--- config.mk ---
export PLATFORM = sky130hd
export DESIGN_NAME = switch_operand_sampler
export DESIGN_NICKNAME = d
export VERILOG_FILES = /design/src/rtl/sw_sampler_pkg.sv /design/src/rtl/switch_debounce.sv /design/src/rtl/switch_operand_sampler.sv
export SDC_FILE = /design/constraint.sdc
export NUM_CORES = 1
export LEC_CHECK = 0
export ABC_AREA = 1
export BUFFER_PORTS_ARGS = -buffer_cell sky130_fd_sc_hd__buf_4
export CAP_MARGIN = 10
export CORE_MARGIN = 2
export CORE_UTILIZATION = 65
export CTS_CLUSTER_SIZE = 16
export DETAILED_ROUTE_END_ITERATION = 8
export PLACE_DENSITY = 0.83
export SLEW_MARGIN = 10
export SYNTH_ARGS = -nofsm -noshare
export SYNTH_HDL_FRONTEND = slang
export SYNTH_SLANG_ARGS = --single-unit
--- constraint.sdc ---
create_clock -name i_Clk -period 2.4 [get_ports i_Clk]
set_clock_uncertainty 0.05 [all_clocks]
set_input_delay 0.36 -clock i_Clk [delete_from_list [all_inputs] [get_ports i_Clk]]
set_output_delay 0.36 -clock i_Clk [all_outputs]
set_load 0.05 [all_outputs]
--- src/rtl/sw_sampler_pkg.sv ---
// Shared types and constants for the switch operand sampler.
package sw_sampler_pkg;

    typedef logic [1:0] operand_t;

    typedef enum logic {
        IDLE = 1'b0,
        PEND = 1'b1
    } state_t;

    localparam int NUM_SW              = 4;
    localparam int DEBOUNCE_CYCLES_DEF = 250000;  // 10 ms at 25 MHz
    localparam int SYNC_STAGES_DEF     = 2;

endpackage

--- src/rtl/switch_debounce.sv ---
// Per-switch synchroniser followed by a hold-time debouncer. A new level is
// accepted only after the synchronised input has disagreed with the current
// debounced level for DEBOUNCE_CYCLES consecutive clocks; any bounce back to
// the old level restarts the count.
module switch_debounce
    import sw_sampler_pkg::*;
#(
    parameter int DEBOUNCE_CYCLES = DEBOUNCE_CYCLES_DEF,
    parameter int SYNC_STAGES     = SYNC_STAGES_DEF
) (
    input  logic i_Clk,
    input  logic i_Rst_n,
    input  logic i_Raw,
    output logic o_Level
);

    localparam int CNT_W = (DEBOUNCE_CYCLES > 2) ? $clog2(DEBOUNCE_CYCLES) : 1;
    localparam logic [CNT_W-1:0] CNT_TERM = CNT_W'(DEBOUNCE_CYCLES - 1);

    logic [SYNC_STAGES-1:0] sync_q;
    logic [SYNC_STAGES-1:0] sync_d;
    logic [CNT_W-1:0]       cnt_q;
    logic [CNT_W-1:0]       cnt_d;
    logic                   level_q;
    logic                   level_d;
    logic                   synced;

    assign sync_d  = {sync_q[SYNC_STAGES-2:0], i_Raw};
    assign synced  = sync_q[SYNC_STAGES-1];
    assign o_Level = level_q;

    // Next-state for the hold counter and accepted level.
    always_comb begin
        cnt_d   = cnt_q;
        level_d = level_q;
        if (synced == level_q) begin
            cnt_d = '0;
        end else if (cnt_q == CNT_TERM) begin
            level_d = synced;
            cnt_d   = '0;
        end else begin
            cnt_d = cnt_q + CNT_W'(1);
        end
    end

    // Synchroniser chain, counter and debounced level registers.
    always_ff @(posedge i_Clk or negedge i_Rst_n) begin
        if (!i_Rst_n) begin
            sync_q  <= '0;
            cnt_q   <= '0;
            level_q <= 1'b0;
        end else begin
            sync_q  <= sync_d;
            cnt_q   <= cnt_d;
            level_q <= level_d;
        end
    end

endmodule

--- src/rtl/switch_operand_sampler.sv ---
// Debounces four board switches, packs them into operands A={sw2,sw1} and
// B={sw4,sw3}, and offers each new stable pair over a valid/ready handshake.
// Define SW_SAMPLER_XFER_CNT_EN to add the 8-bit accepted-transfer counter
// output o_Xfer_Cnt.
module switch_operand_sampler
    import sw_sampler_pkg::*;
#(
    parameter int DEBOUNCE_CYCLES = DEBOUNCE_CYCLES_DEF,
    parameter int SYNC_STAGES     = SYNC_STAGES_DEF
) (
    input  logic       i_Clk,
    input  logic       i_Rst_n,
    input  logic       sw1,
    input  logic       sw2,
    input  logic       sw3,
    input  logic       sw4,
    output operand_t   o_Op_A,
    output operand_t   o_Op_B,
    output logic       o_Valid,
    input  logic       i_Ready
`ifdef SW_SAMPLER_XFER_CNT_EN
    ,
    output logic [7:0] o_Xfer_Cnt
`endif
);

    logic [NUM_SW-1:0] raw;
    logic [NUM_SW-1:0] level;
    state_t            state_q;
    operand_t          op_a_q;
    operand_t          op_b_q;
    logic              valid_q;

    assign raw = {sw4, sw3, sw2, sw1};

    for (genvar g = 0; g < NUM_SW; g++) begin : g_sw
        switch_debounce #(
            .DEBOUNCE_CYCLES (DEBOUNCE_CYCLES),
            .SYNC_STAGES     (SYNC_STAGES)
        ) u_debounce (
            .i_Clk   (i_Clk),
            .i_Rst_n (i_Rst_n),
            .i_Raw   (raw[g]),
            .o_Level (level[g])
        );
    end

    assign o_Op_A  = op_a_q;
    assign o_Op_B  = op_b_q;
    assign o_Valid = valid_q;

    // Offer FSM: load a changed pair in IDLE, hold it untouched until accepted.
    // Changes arriving while PEND are picked up by the IDLE compare afterwards,
    // so intermediate values coalesce into the latest pair.
    always_ff @(posedge i_Clk or negedge i_Rst_n) begin
        if (!i_Rst_n) begin
            state_q <= IDLE;
            op_a_q  <= '0;
            op_b_q  <= '0;
            valid_q <= 1'b0;
        end else begin
            case (state_q)
                IDLE: begin
                    if (level != {op_b_q, op_a_q}) begin
                        op_a_q  <= level[1:0];
                        op_b_q  <= level[3:2];
                        valid_q <= 1'b1;
                        state_q <= PEND;
                    end
                end
                PEND: begin
                    if (i_Ready) begin
                        valid_q <= 1'b0;
                        state_q <= IDLE;
                    end
                end
            endcase
        end
    end

`ifdef SW_SAMPLER_XFER_CNT_EN
    logic [7:0] xfer_cnt_q;

    assign o_Xfer_Cnt = xfer_cnt_q;

    // Count accepted transfers, wrapping naturally at 8 bits.
    always_ff @(posedge i_Clk or negedge i_Rst_n) begin
        if (!i_Rst_n) begin
            xfer_cnt_q <= '0;
        end else if (valid_q && i_Ready) begin
            xfer_cnt_q <= xfer_cnt_q + 8'd1;
        end
    end
`endif

endmodule

### Yosys cells after proc, flatten, opt, wreduce, memory -nomap -nowiden

Cells that the tools add are included.

* register bits: 90
* logic and storage cells: 56

* equality and inequality tests: 11
* $add $sub $neg: 4
* reduce and logical (&&, ||, !) cells: 6
* multiplexer cells: 14
* bitwise operators: 5

Operator list (count)
* $mux 18: 8
* $add 18x1->18 const B: 4
* $eq 18x18->1 const B: 4
* $reduce_and 2->1: 6
* $not 1->1: 5
* $eq 1x1->1: 4
* $mux 1: 4
* $ne 2x2->1 const B: 2
* $ne 4x4->1: 1
* $pmux 1 s2: 2

### Longest topological paths before layout

Gate-level depths: netlist of the first run.

* depth in word-level cells: 3
* depth in mapped cells: 9
* mapped depth without buffers: 9

### Cells and area by module

Synthesis of the first run repeated with hierarchy kept, for this count alone.

* cell total of the unflattened synthesis: 615
* area, all modules: 4835.9 sq um

By module, submodules not included
* switch_debounce (g_sw[0].u_debounce ...): area each 1136.1 sq um, instances 3, cells each 143, sequential area each 525.5 sq um
* switch_debounce (g_sw[1].u_debounce): area each 1104.8 sq um, instances 1, cells each 140, sequential area each 525.5 sq um
* switch_operand_sampler: area each 322.8 sq um, instances 1, cells each 46, sequential area each 150.1 sq um

### Worst setup path before layout of the first run

Ideal clock, no wire load.

* kind: register to register
* from: register g_sw[3].u_debounce.cnt_q[0]
* to: register g_sw[3].u_debounce.cnt_q[14]
* setup time: 0.121 ns
* clock period less this slack: 1.351 ns
* cell stages (with the launch flop): 8
* slack: 1.049 ns
* arrival time: 1.179 ns
* path through: dfrtp_1 -> ha_1 -> nand3_1 -> inv_1 -> nand2_2 -> nor2_4 -> nor3b_1 -> nor2_1

* longest elaborated chain between the ends: 3
* elaborated cells between the ends (all ways): 4
* classes of those cells: 1 x add/sub; 1 x eq/ne; 2 x mux

RTL lines
* start, declared: line switch_debounce.sv:22 `logic [CNT_W-1:0] cnt_q;`
* start signal, assigned: line switch_debounce.sv:54 `cnt_q <= cnt_d;`
* $add 18x1->18 / $eq 18x18->1 (equally long branches): line switch_debounce.sv:42, switch_debounce.sv:38
* $mux 18 (*): line switch_debounce.sv:38 `end else if (cnt_q == CNT_TERM) begin`
* $mux 18 (*): line switch_debounce.sv:36 `if (synced == level_q) begin`
* net g_sw[3].u_debounce.cnt_d[14]: line switch_debounce.sv:23 `logic [CNT_W-1:0] cnt_d;`

Mark *: on every way through the listed nets, which the timed path passes. The rest lies on a longest branch.
A chain may end at the register's enable or synchronous reset.

### Final worst setup path of the first run

* from: register g_sw[0].u_debounce.cnt_q[0]
* to: register g_sw[0].u_debounce.cnt_q[7]

* longest elaborated chain between the ends: 3
* elaborated cells between the ends (all ways): 4
* classes of those cells: 1 x add/sub; 1 x eq/ne; 2 x mux

RTL lines (line)
* start, declared: switch_debounce.sv:22
* start signal, assigned: switch_debounce.sv:54
* $add 18x1->18 / $eq 18x18->1 (equally long branches): switch_debounce.sv:42, switch_debounce.sv:38
* $mux 18 (*): switch_debounce.sv:38
* $mux 18 (*): switch_debounce.sv:36
* net g_sw[0].u_debounce.cnt_d[7]: switch_debounce.sv:23

Marked as above.

==> metrics.md, run 1 <==
| Metric | Value |
|---|---|
| Post-CTS sizing | `0` |
| Largest delay share family, worst path | `simple AND/OR/NAND/NOR gates` |
| Initial antenna violation count | `0` |
| Hold WS | `approximately 0.049 ns` |
| Fmax | `629.4 MHz` |
| Largest net degree at the start of global routing | `39` |
| Internal power | `between 2 and 2.5 mW` |
| CP Max Fanout | `7` |
| Layout area overhead | `9.918%` |
| Core Region | `0.006832 sq mm` |
| Worst flop-to-flop path startpoint | `g_sw[0].u_debounce.cnt_q[0]$_DFF_PN0_` |
| Max_slew headroom | `71.44%` |
| Synth warnings | `0` |
| Min Tclk post-route | `between 1.5 and 2 ns` |
| Max-cap viol count | `0` |
| Vias in the first global route | `3615` |
| Placed Cells | `about 670` |
| Setup_tns | `0 ns` |
| H-Tree Depth | `3` |
| Total GRT Usage | `between 20% and 30%` |
| Crit Path Category | `flop to flop` |
| Fin worst setup slack | `about 0.8 ns` |
| Total Wirelength | `9025 microns` |
| IO buf count | `11` |
| Leakage | `2.139 nW` |
| Worst VDD drop | `402.8 uV` |
| Status | `complete, no violations` |
| Number of hold buffers added after CTS | `1` |
| Seq/Total Area, Yosys | `between 40% and 50%` |
| Via Count | `approximately 3700` |
| Chip width | `88.17 microns` |
| Syn Area/Cell | `8.135 sq um` |
| CP arrival | `between 1.5 and 2 ns` |
| DP Wirelength | `6341 microns` |
| Netlist cell types | `25` |
| Hold Startpoint | `sw4` |
| Iter 0 DRT Violations | `around 210` |
| Slew @ Worst Pin | `roughly 0.43 ns` |
| Most frequent CP cell | `nor2_1` |
| HP Class | `primary input to flop` |
| Congestion Overflow GR | `0` |
| Diodes inserted | `0` |
| Detailed-route DRC error count | `0` |
| Slew Limit Fails | `0` |
| TritonCTS clock tree | `yes` |
| Root buffer cell | `clkbuf_8` |
| Number of core rows | `30` |
| WP buf/inv | `0` |
| Switching Share | `23.64%` |
| Reg2Reg Setup Slack | `roughly 0.8 ns` |
| Worst-case clock buffer depth | `2` |
| Synth Register Bits | `90` |
| Placer Congestion | `0.9118` |
| Fin crit share | `66.20%` |
| Combinational share of power | `3.8%` |
| Cells after synthesis | `566` |
| Crit-path cells | `ha_1 -> nand3_1 -> nor2_1 -> nand3_2 -> nand2_1 -> nor2_1` |
| CTS Sinks | `90` |
| First-pass GRT wire length | `between 15000 and 20000 microns` |
| WL/cell | `13.08 microns` |
| Sequential share of power | `a little over half` |
| Vias per inst | `5.307` |
| Total die area | `0.007773 sq mm` |
| Final non-filler cell total | `690` |
| Switching pwr | `0.6716 mW` |
| Mapped cell area | `0.004604 sq mm` |
| Largest stage delay, worst path | `0.39 ns` |
| Power density over cell area | `561.2 mW/mm^2` |
| Vert. Die Dim | `88.17 microns` |
| Clock network power share | `41.3%` |
| Clock transition at path regs | `0.09 ns` |
| Final setup vio count | `0` |
| DRT antenna net count | `0` |
| Net Count, Synth | `between 500 and 600` |
| Nets@finish | `600` |
| Worst Setup End Kind | `flop` |
| Worst slack, placed | `0.8574 ns` |
| Setup crit start kind | `flop` |
| Worst skew pair latency | `around 0.36 ns` |
| Drt first pass iters | `4` |
| Hold Vio Cnt, Final | `0` |
| Num CTS Buffers | `9` |
| Layout cells sized above 1 | `11.45%` |
| Setup Buffers After CTS | `0` |
| RSZ-0062 raised after global routing | `false` |
| Initial Util | `67.40%` |
| I/O pin cnt | `12` |
| Req. time, crit path | `2.60 ns` |
| Power Total | `2.840 mW` |
| Slowest CP cell | `dfrtp_1` |
| Critical Path Start | `g_sw[0].u_debounce.cnt_q[0]$_DFF_PN0_` |
cells by family after synthesis:
| kind of cell | share of synthesized area (%) |
|---|---|
| AND/OR/NAND/NOR | 34.29 |
| flip-flops | 48.91 |
| buffers and inverters | 3.967 |
| XOR/XNOR | 8.641 |
| AO/OA/AOI/OAI | 3.098 |
| adder cells (fa/ha/maj) | 1.087 |
cells in the final DEF (no fill, tap or decap), drive strengths merged:
| cell | instances |
|---|---|
| nor2 | 167 |
| inv | 47 |
| nor3 | 12 |
| o21ai | 12 |
| o21bai | 2 |
| bufinv | 2 |
| clkinvlp | 1 |
| nand3b | 1 |
| clkbuf | 9 |
| buf | 13 |
| dlygate4sd3 | 1 |
| nand2 | 108 |
| nand3 | 54 |
| nor3b | 6 |
| ha | 4 |
| clkinv | 3 |
| and2 | 2 |
| a21oi | 12 |
| xor2 | 32 |
| a21boi | 1 |
| dfrtp | 90 |
| nand4 | 5 |
| xnor2 | 10 |
power groups by stage:
stage                     Sequential, mW  Combinational [mW]  Clock (mW)
after floorplan                     1.59              0.0479           0
after global placement              1.59               0.106           0
after detailed placement            1.59               0.110           0
after CTS                           1.56               0.112        1.19
after global routing                1.56               0.129        1.25
final                               1.56               0.109        1.17
through the flow:
stage,utilization [%],cell area (sq um)
finish,74.08,5061
global route,74.08,5061
CTS,74.08,5061
detailed placement,70.62,4825
global placement,70.62,4825
floorplan,-,4604
path summary, 6_finish.rpt:
check,end,depth (start not counted)
max,g_sw[0].u_debounce.cnt_q[7]$_DFF_PN0_,6
min,g_sw[3].u_debounce.sync_q[0]$_DFF_PN0_,1
max reg2reg,g_sw[0].u_debounce.cnt_q[7]$_DFF_PN0_,6
min reg2reg,g_sw[3].u_debounce.sync_q[1]$_DFF_PN0_,0
max in group asynchronous,g_sw[0].u_debounce.sync_q[0]$_DFF_PN0_,3
min in group asynchronous,g_sw[2].u_debounce.cnt_q[2]$_DFF_PN0_,2
per-layer routing:
metal	track usage, %	wire (microns)	up-vias
li1	-	-	1829
met1	34.24	4096	1733
met2	41.76	4365	78
met3	5.655	365	22
met4	8.953	197	0
met5	0	0	-
final cells by class:
cell class                      instances  area, sq um
Sequential cell                        90         2252
Multi-Input combinational cell        428         2170
Fill cell                             491         1770
Inverter                               46        172.7
Clock buffer                            9        123.9
Timing Repair Buffer                   14        120.1
Tap cell                               96        120.1
Clock inverter                          7        102.6
synthesized netlist by cell type, drive strengths merged:
| master | n | share of area [%] |
|---|---|---|
| nor2 | 167 | 15 |
| nand2 | 108 | 9.4 |
| dfrtp | 90 | 49 |
| nand3 | 54 | 6.4 |
| inv | 46 | 3.7 |
| xor2 | 32 | 6.7 |
| a21oi | 12 | 1.3 |
| nor3 | 12 | 1.3 |
| o21ai | 12 | 1.3 |
| xnor2 | 10 | 1.9 |
| nor3b | 6 | 0.98 |
| nand4 | 5 | 0.68 |
| ha | 4 | 1.1 |
| and2 | 2 | 0.27 |
| buf | 2 | 0.22 |
| o21bai | 2 | 0.33 |
| a21boi | 1 | 0.16 |
| nand3b | 1 | 0.16 |
flip-flops by register name (all words and copies together), names as in the netlist:
register,flops
g_sw.u_debounce.cnt_q,72
o_Op_B,2
state_q,1
g_sw.u_debounce.o_Level,4
o_Valid,1
g_sw.u_debounce.sync_q,8
o_Op_A,2
Note: power is estimated with default switching activity, not from simulation.
==> run 2: changes to the inputs <==
--- a/config.mk
+++ b/config.mk
@@ -9,10 +9,10 @@
 export BUFFER_PORTS_ARGS = -buffer_cell sky130_fd_sc_hd__buf_4
 export CAP_MARGIN = 10
 export CORE_MARGIN = 2
-export CORE_UTILIZATION = 65
+export CORE_UTILIZATION = 56
 export CTS_CLUSTER_SIZE = 16
 export DETAILED_ROUTE_END_ITERATION = 8
-export PLACE_DENSITY = 0.83
+export PLACE_DENSITY = 0.76
 export SLEW_MARGIN = 10
 export SYNTH_ARGS = -nofsm -noshare
 export SYNTH_HDL_FRONTEND = slang
==> constraint.sdc (replaced) <==
create_clock -name i_Clk -period 1.3 [get_ports i_Clk]
set_clock_uncertainty 0.05 [all_clocks]
set_input_delay 0.195 -clock i_Clk [delete_from_list [all_inputs] [get_ports i_Clk]]
set_output_delay 0.195 -clock i_Clk [all_outputs]
set_load 0.05 [all_outputs]
==> run 2 against run 1 <==
The run now ends with negative setup slack left. Hold slack gained 0.26 ns. Register-to-register slack lost 1.0 ns. Sequential power grew 86%. Combinational power grew to 3.2 times the previous value. Die area grew 15%. Power grew 87%. Maximum frequency grew 6.7%. Critical path depth shrank 1. Via count grew 19%. Final cell count grew 13%. Sequential share of layout area shrank 8.6 points. Routed wire length grew 42%. Highest routed layer unchanged.
==> metrics.md, run 2 (same netlist as run 1, synthesis figures left out) <==
| Metric | Value |
|---|---|
| Status | `complete, but fails checks` |
| Failing checks | `negative setup slack` |
| DP Wirelength | `7008 microns (+11%)` |
| Area after DPL | `0.005162 sq mm (+7.0%)` |
| TritonCTS clock tree | `yes` |
| Setup_tns | `-2.594 ns (-2.594 ns)` |
| Vert. Die Dim | `94.68 microns (+7.4%)` |
| Hold Vio Cnt, Final | `0 (unchanged)` |
| Slew Limit Fails | `0 (unchanged)` |
| Crit Path Category | `flop to flop` |
| Max reg flops | `72 (unchanged)` |
| Critical path capture point | `g_sw[1].u_debounce.cnt_q[17]$_DFF_PN0_` |
| Worst reg2reg path depth | `5 (-1)` |
| Final setup vio count | `48 (+48)` |
| Most common cell after layout, fill and taps aside | `nor2_1` |
| DRT antenna net count | `0 (unchanged)` |
| Slew @ Worst Pin | `0.3689 ns (-0.05939 ns)` |
| Total GRT Usage | `26.20% (+0.53 points)` |
| Placed Cells | `723 (+7.4%)` |
| Worst VDD drop | `765.3 uV (+90%)` |
| WP buf/inv | `0 (unchanged)` |
| Worst slack, placed | `-0.1296 ns (-0.9870 ns)` |
| RSZ-0062 raised after global routing | `true` |
| I/O pin cnt | `12 (unchanged)` |
| Layout area overhead | `38.07%` |
| Initial antenna violation count | `0 (unchanged)` |
| WL/cell | `16.38 microns (+25%)` |
| IO buf count | `11 (unchanged)` |
| First-pass GRT wire length | `18430 microns (+18%)` |
| Leakage | `2.687 nW (+26%)` |
| Hold Startpoint | `g_sw[3].u_debounce.sync_q[0]$_DFF_PN0_` |
| CP Max Fanout | `5 (-2)` |
| Most flops, register | `g_sw.u_debounce.cnt_q` |
| Clock transition at path regs | `0.09 ns (about the same)` |
| Fin worst setup slack | `-0.1885 ns (-0.9997 ns)` |
| Layout cells sized above 1 | `39.41% (+28 points)` |
| Setup crit start kind | `flop` |
| Power density over cell area | `835.9 mW/mm^2 (+49%)` |
| Min Tclk post-route | `1.489 ns (-0.1003 ns)` |
| Vias per inst | `5.595 (+5.4%)` |
| Fmax | `671.8 MHz (+6.7%)` |
| Chip width | `94.68 microns (+7.4%)` |
| Placer Congestion | `0.9362 (+2.7%)` |
| Via Count | `4364 (+19%)` |
| Largest delay share family, worst path | `simple AND/OR/NAND/NOR gates` |
| Diodes inserted | `0 (unchanged)` |
| Max-cap viol count | `0 (unchanged)` |
| Critical path depth | `5 (-1)` |
| Crit-path cells | `nand2_1 -> nor2_4 -> nand3_4 -> nor3b_1 -> nor2_1` |
| CP arrival | `1.68 ns (-0.11 ns)` |
| Slowest CP cell | `dfrtp_2` |
| Core Region | `0.008093 sq mm (+18%)` |
| Detailed-route DRC error count | `0 (unchanged)` |
| Nets@finish | `681 (+14%)` |
| Most frequent cells in the layout | `109 x nor2_1, 80 x buf_4, 79 x nand2_1` |
| Vias in the first global route | `4146 (+15%)` |
| Critical Path Start | `g_sw[1].u_debounce.cnt_q[4]$_DFF_PN0_` |
| H-Tree Depth | `3 (unchanged)` |
| Root buffer cell | `clkbuf_8` |
| Fin crit share | `114.5% (+48 points)` |
| Final non-filler cell total | `780 (+13%)` |
| Congestion Overflow GR | `0 (unchanged)` |
| Req. time, crit path | `1.49 ns (-1.11 ns)` |
| Total die area | `0.008963 sq mm (+15%)` |
| Worst-case clock buffer depth | `2 (unchanged)` |
| Num CTS Buffers | `9 (unchanged)` |
| Largest stage delay, worst path | `0.45 ns (+0.06 ns)` |
| Largest net degree at the start of global routing | `65 (+67%)` |
| Iter 0 DRT Violations | `236 (+14%)` |
| Worst Setup End Kind | `flop` |
| Fin area | `0.006357 sq mm (+26%)` |
| Initial Util | `56.90% (-11 points)` |
| Reg2Reg Setup Slack | `-0.19 ns (-1.00 ns)` |
| Number of core rows | `33 (+10%)` |
| HP Class | `flop to flop` |
| Worst skew pair latency | `0.36 ns (about the same)` |
| Total Wirelength | `12780 microns (+42%)` |
| RR Endpoint | `g_sw[1].u_debounce.cnt_q[17]$_DFF_PN0_` |
| Hold WS | `0.3044 ns (+0.2557 ns)` |
| CTS Sinks | `90 (unchanged)` |
| Max_slew headroom | `75.40% (+4.0 points)` |
| Drt first pass iters | `5 (+1)` |
| Worst flop-to-flop path startpoint | `g_sw[1].u_debounce.cnt_q[4]$_DFF_PN0_` |
## run 2: changes by cell type in the layout (fill, tap and decap cells not counted), moves of 7 or more
cell     change
buf_4       +68
buf_6        +8
dfrtp_1     -22
dfrtp_2     +22
inv_1        -7
nand2_1     -18
nand2_4     +11
nand3_1     -18
nand3_2      +9
nand3_4      +9
nor2_1      -43
nor2_2      +21
nor2_4      +22
## run 2: report_power, final
part | internal, mW | switching [mW]
Sequential | 2.84 | 0.0549
Combinational | 0.156 | 0.195
Clock | 1.00 | 1.06
Total | 4.00 | 1.31
## run 2: routing by layer
metal	global-route usage (%)	routed length [microns]
met1	32.12	4938
met2	46.16	6605
met3	5.666	787
met4	8.333	447
met5	0	0
## run 2: how the worst min path moves through the flow
stage	endpoint	slack, ns	cells past startpoint
6_report	g_sw[3].u_debounce.sync_q[1]$_DFF_PN0_	0.30	0
5_1_grt	g_sw[2].u_debounce.sync_q[1]$_DFF_PN0_	0.31	0
4_1_cts	g_sw[3].u_debounce.sync_q[1]$_DFF_PN0_	0.31	0
3_5_place_dp	g_sw[2].u_debounce.sync_q[1]$_DFF_PN0_	0.18	2
3_3_place_gp	g_sw[2].u_debounce.sync_q[1]$_DFF_PN0_	0.18	2
2_1_floorplan	g_sw[0].u_debounce.cnt_q[0]$_DFF_PN0_	-0.15	0
## run 2: final cells by class
| type | instances | area, sq um |
|---|---|---|
| Inverter | 46 | 182.7 |
| Timing Repair Buffer | 95 | 770.7 |
| Clock buffer | 11 | 151.4 |
| Tap cell | 105 | 131.4 |
| Fill cell | 492 | 1735 |
| Clock inverter | 5 | 62.56 |
| Multi-Input combinational cell | 428 | 2779 |
| Sequential cell | 90 | 2280 |
## run 2: through the flow
stage	util [%]	power, mW
after CTS	72.48	5.271
after detailed placement	63.79	3.182
after global placement	63.79	3.170
after global routing	78.56	5.475
final	78.56	5.314
after floorplan	-	3.025
## run 2: timing repair
item | 4_1_cts | 5_1_grt
hold buffers | 6 | 0
setup endpoints to repair | 53 | 74
endpoints found under the hold margin | 95 | 0
gates resized for setup | 82 | 101
setup buffers | 13 | 22
pin swaps | 20 | 40
==> run 3: changes to the inputs <==
--- a/config.mk
+++ b/config.mk
@@ -9,10 +9,10 @@
 export BUFFER_PORTS_ARGS = -buffer_cell sky130_fd_sc_hd__buf_4
 export CAP_MARGIN = 10
 export CORE_MARGIN = 2
-export CORE_UTILIZATION = 56
+export CORE_UTILIZATION = 62
 export CTS_CLUSTER_SIZE = 16
 export DETAILED_ROUTE_END_ITERATION = 8
-export PLACE_DENSITY = 0.76
+export PLACE_DENSITY = 0.79
 export SLEW_MARGIN = 10
 export SYNTH_ARGS = -nofsm -noshare
 export SYNTH_HDL_FRONTEND = slang
==> constraint.sdc (replaced) <==
create_clock -name i_Clk -period 1.53 [get_ports i_Clk]
set_clock_uncertainty 0.05 [all_clocks]
set_input_delay 0.2295 -clock i_Clk [delete_from_list [all_inputs] [get_ports i_Clk]]
set_output_delay 0.2295 -clock i_Clk [all_outputs]
set_load 0.05 [all_outputs]
==> run 3 against run 2 <==
The flow now finishes without violations. Sequential share of layout area up 7.7 points. Via count down 15%. Worst setup slack better by 0.29 ns. Sequential power down 16%. Flip-flop and latch count unchanged. Combinational power down 41%. Power down 22%.
==> metrics.md, run 3 (same netlist as run 1, synthesis figures left out) <==
| Metric | Value |
|---|---|
| Fmax | `699.7 MHz (+4.2%)` |
| Leakage | `2.155 nW (-20%)` |
| Slew Limit Fails | `0 (unchanged)` |
| Max-cap viol count | `0 (unchanged)` |
| Multi-input gate area | `0.002237 sq mm (-19%)` |
| Power density over cell area | `797.8 mW/mm^2 (-4.6%)` |
| Worst VDD drop | `740.3 uV (-3.3%)` |
| Vert. Die Dim | `90.18 microns (-4.8%)` |
| Setup_tns | `0 ns (+2.594 ns)` |
| Seq. cell area | `0.002252 sq mm (-1.2%)` |
| Hold Startpoint | `i_Ready` |
| Setup crit start kind | `flop` |
| Crit Path Category | `flop to flop` |
| Worst Setup End Kind | `flop` |
| Total Wirelength | `8793 microns (-31%)` |
| H-Tree Depth | `3 (unchanged)` |
| CTS Sinks | `90 (unchanged)` |
| Detailed-route DRC error count | `0 (unchanged)` |
| Total GRT Usage | `23.14% (-3.1 points)` |
| Max reg flops | `72 (unchanged)` |
| TritonCTS clock tree | `yes` |
| Hold Vio Cnt, Final | `0 (unchanged)` |
| Num CTS Buffers | `9 (unchanged)` |
| Worst-case clock buffer depth | `2 (unchanged)` |
| Layout cells sized above 1 | `14.76% (-25 points)` |
| DRT antenna net count | `0 (unchanged)` |
| Nets@finish | `609 (-11%)` |
| Chip width | `90.18 microns (-4.8%)` |
| IO buf count | `11 (unchanged)` |
| Number of core rows | `31 (-6.1%)` |
| Power Total | `4.130 mW (-22%)` |
| I/O pin cnt | `12 (unchanged)` |
| Worst skew pair latency | `0.36 ns (about the same)` |
| WL/cell | `12.53 microns (-24%)` |
| CP arrival | `1.64 ns (-0.04 ns)` |
| Initial Util | `63.82% (+6.9 points)` |
| Initial antenna violation count | `0 (unchanged)` |
| Status | `complete, no violations` |
| Most common cell after layout, fill and taps aside | `nor2_1` |
| Root buffer cell | `clkbuf_8` |
| Core Region | `0.007214 sq mm (-11%)` |
| Largest net degree at the start of global routing | `49 (-25%)` |
| Min Tclk post-route | `1.429 ns (-0.05940 ns)` |
| Most frequent cells in the layout | `148 x nor2_1, 93 x nand2_1, 90 x dfrtp_1` |
| Fin worst setup slack | `0.1009 ns (+0.2894 ns)` |
| Placer Congestion | `0.9354 (about the same)` |
| Vias per inst | `5.272 (-5.8%)` |
| Via Count | `3701 (-15%)` |
| HP Class | `primary input to flop` |
| Congestion Overflow GR | `0 (unchanged)` |
| Iter 0 DRT Violations | `176 (-25%)` |
| Final setup vio count | `0 (-100%)` |
| Drt first pass iters | `5 (unchanged)` |
| Total die area | `0.008132 sq mm (-9.3%)` |
| Slew @ Worst Pin | `0.3353 ns (-0.03363 ns)` |
| Max_slew headroom | `77.63% (+2.2 points)` |
| Most flops, register | `g_sw.u_debounce.cnt_q` |
| Fin crit share | `93.41% (-21 points)` |
| Fillers | `575 (+17%)` |
| Clock transition at path regs | `0.09 ns (about the same)` |
| Worst slack, placed | `0.01771 ns (+0.1473 ns)` |
| Diodes inserted | `0 (unchanged)` |
| Critical Path Start | `g_sw[3].u_debounce.cnt_q[0]$_DFF_PN0_` |
| Req. time, crit path | `1.74 ns (+0.25 ns)` |
| Vias in the first global route | `3531 (-15%)` |
| CP Max Fanout | `4 (-1)` |
| DP Wirelength | `6404 microns (-8.6%)` |
| RSZ-0062 raised after global routing | `true` |
| First-pass GRT wire length | `15330 microns (-17%)` |
| Worst flop-to-flop path startpoint | `g_sw[3].u_debounce.cnt_q[0]$_DFF_PN0_` |
| Layout area overhead | `12.42%` |
==> run 3: changes by cell type in the layout (fill, tap and decap cells not counted), moves of 8 or more <==
| cell | before | now |
|---|---|---|
| buf_6 | 8 | 0 |
| nand3_2 | 14 | 6 |
| nand2_4 | 11 | 0 |
| nand3_4 | 9 | 1 |
| nand3_1 | 31 | 47 |
| buf_4 | 80 | 16 |
| dfrtp_2 | 22 | 0 |
| nand2_1 | 79 | 93 |
| nor2_1 | 109 | 148 |
| nor2_2 | 30 | 12 |
| dfrtp_1 | 68 | 90 |
| nor2_4 | 28 | 7 |
==> run 3: layer usage <==
metal / part of all wire [%] / vias up / GRT usage [%] / wire [microns]
met3: 4.2 / 8 / 5.448 / 370
met4: 1.2 / 0 / 5.641 / 102
met1: 46 / 1762 / 31.39 / 4058
met2: 48 / 82 / 38.03 / 4262
met5: 0 / - / 0 / 0
li1: - / 1849 / - / -
==> run 3: report_power, final <==
part	internal, mW	total, mW	switching, mW
combinational	0.0793	0.206	0.126
sequential	2.41	2.45	0.0327
clock	0.644	1.48	0.833
total	3.14	4.13	0.992
==> run 3: layout make-up <==
class / instances / area share [%]
well taps: 99 / 2.393
multi-input cells: 428 / 43.22
flip-flops and latches: 90 / 43.51
repair buffers: 23 / 4.061
clock buffers: 11 / 2.731
clock inverters: 5 / 0.7493
inverters: 46 / 3.336
==> run 3: repair_timing <==
item / 4_1_cts / 5_1_grt
setup endpoints to repair: 7 / 42
setup buffers: 0 / 5
resized for setup: 2 / 18
endpoints found under the hold margin: 94 / 0
pin swaps: 0 / 1
hold buffers: 5 / 0
==> run 3: through the flow <==
step / instance area [sq um] / cells / util (%) / hold slack, ns
global placement: 4841 / 676 / 67.10 / 0.06228
finish: 5176 / 702 / 71.75 / 0.01362
CTS: 5076 / 697 / 70.36 / 0.00002920
detailed placement: 4841 / 676 / 67.10 / 0.06210
floorplan: 4604 / 566 / - / -0.1161
global route: 5176 / 702 / 71.75 / 0.0001012
==> run 3: path summary, 6_finish.rpt <==
check | end | slack, ns | depth (start not counted)
max | g_sw[3].u_debounce.cnt_q[14]$_DFF_PN0_ | 0.10 | 7
min | state_q$_DFF_PN0_ | 0.01 | 2
max reg2reg | g_sw[3].u_debounce.cnt_q[14]$_DFF_PN0_ | 0.10 | 7
min reg2reg | g_sw[3].u_debounce.sync_q[1]$_DFF_PN0_ | 0.30 | 0
max in group asynchronous | g_sw[1].u_debounce.sync_q[0]$_DFF_PN0_ | 0.68 | 3
min in group asynchronous | g_sw[3].u_debounce.cnt_q[2]$_DFF_PN0_ | 0.23 | 2
==> run 3: worst max-delay path: stages (launching register included) <==
cell     delay [ns]
dfrtp_1        0.38
ha_2           0.21
nand3_2        0.13
inv_1          0.10
nand2_2        0.08
nor2_4         0.14
nor3b_2        0.18
nor2_1         0.05
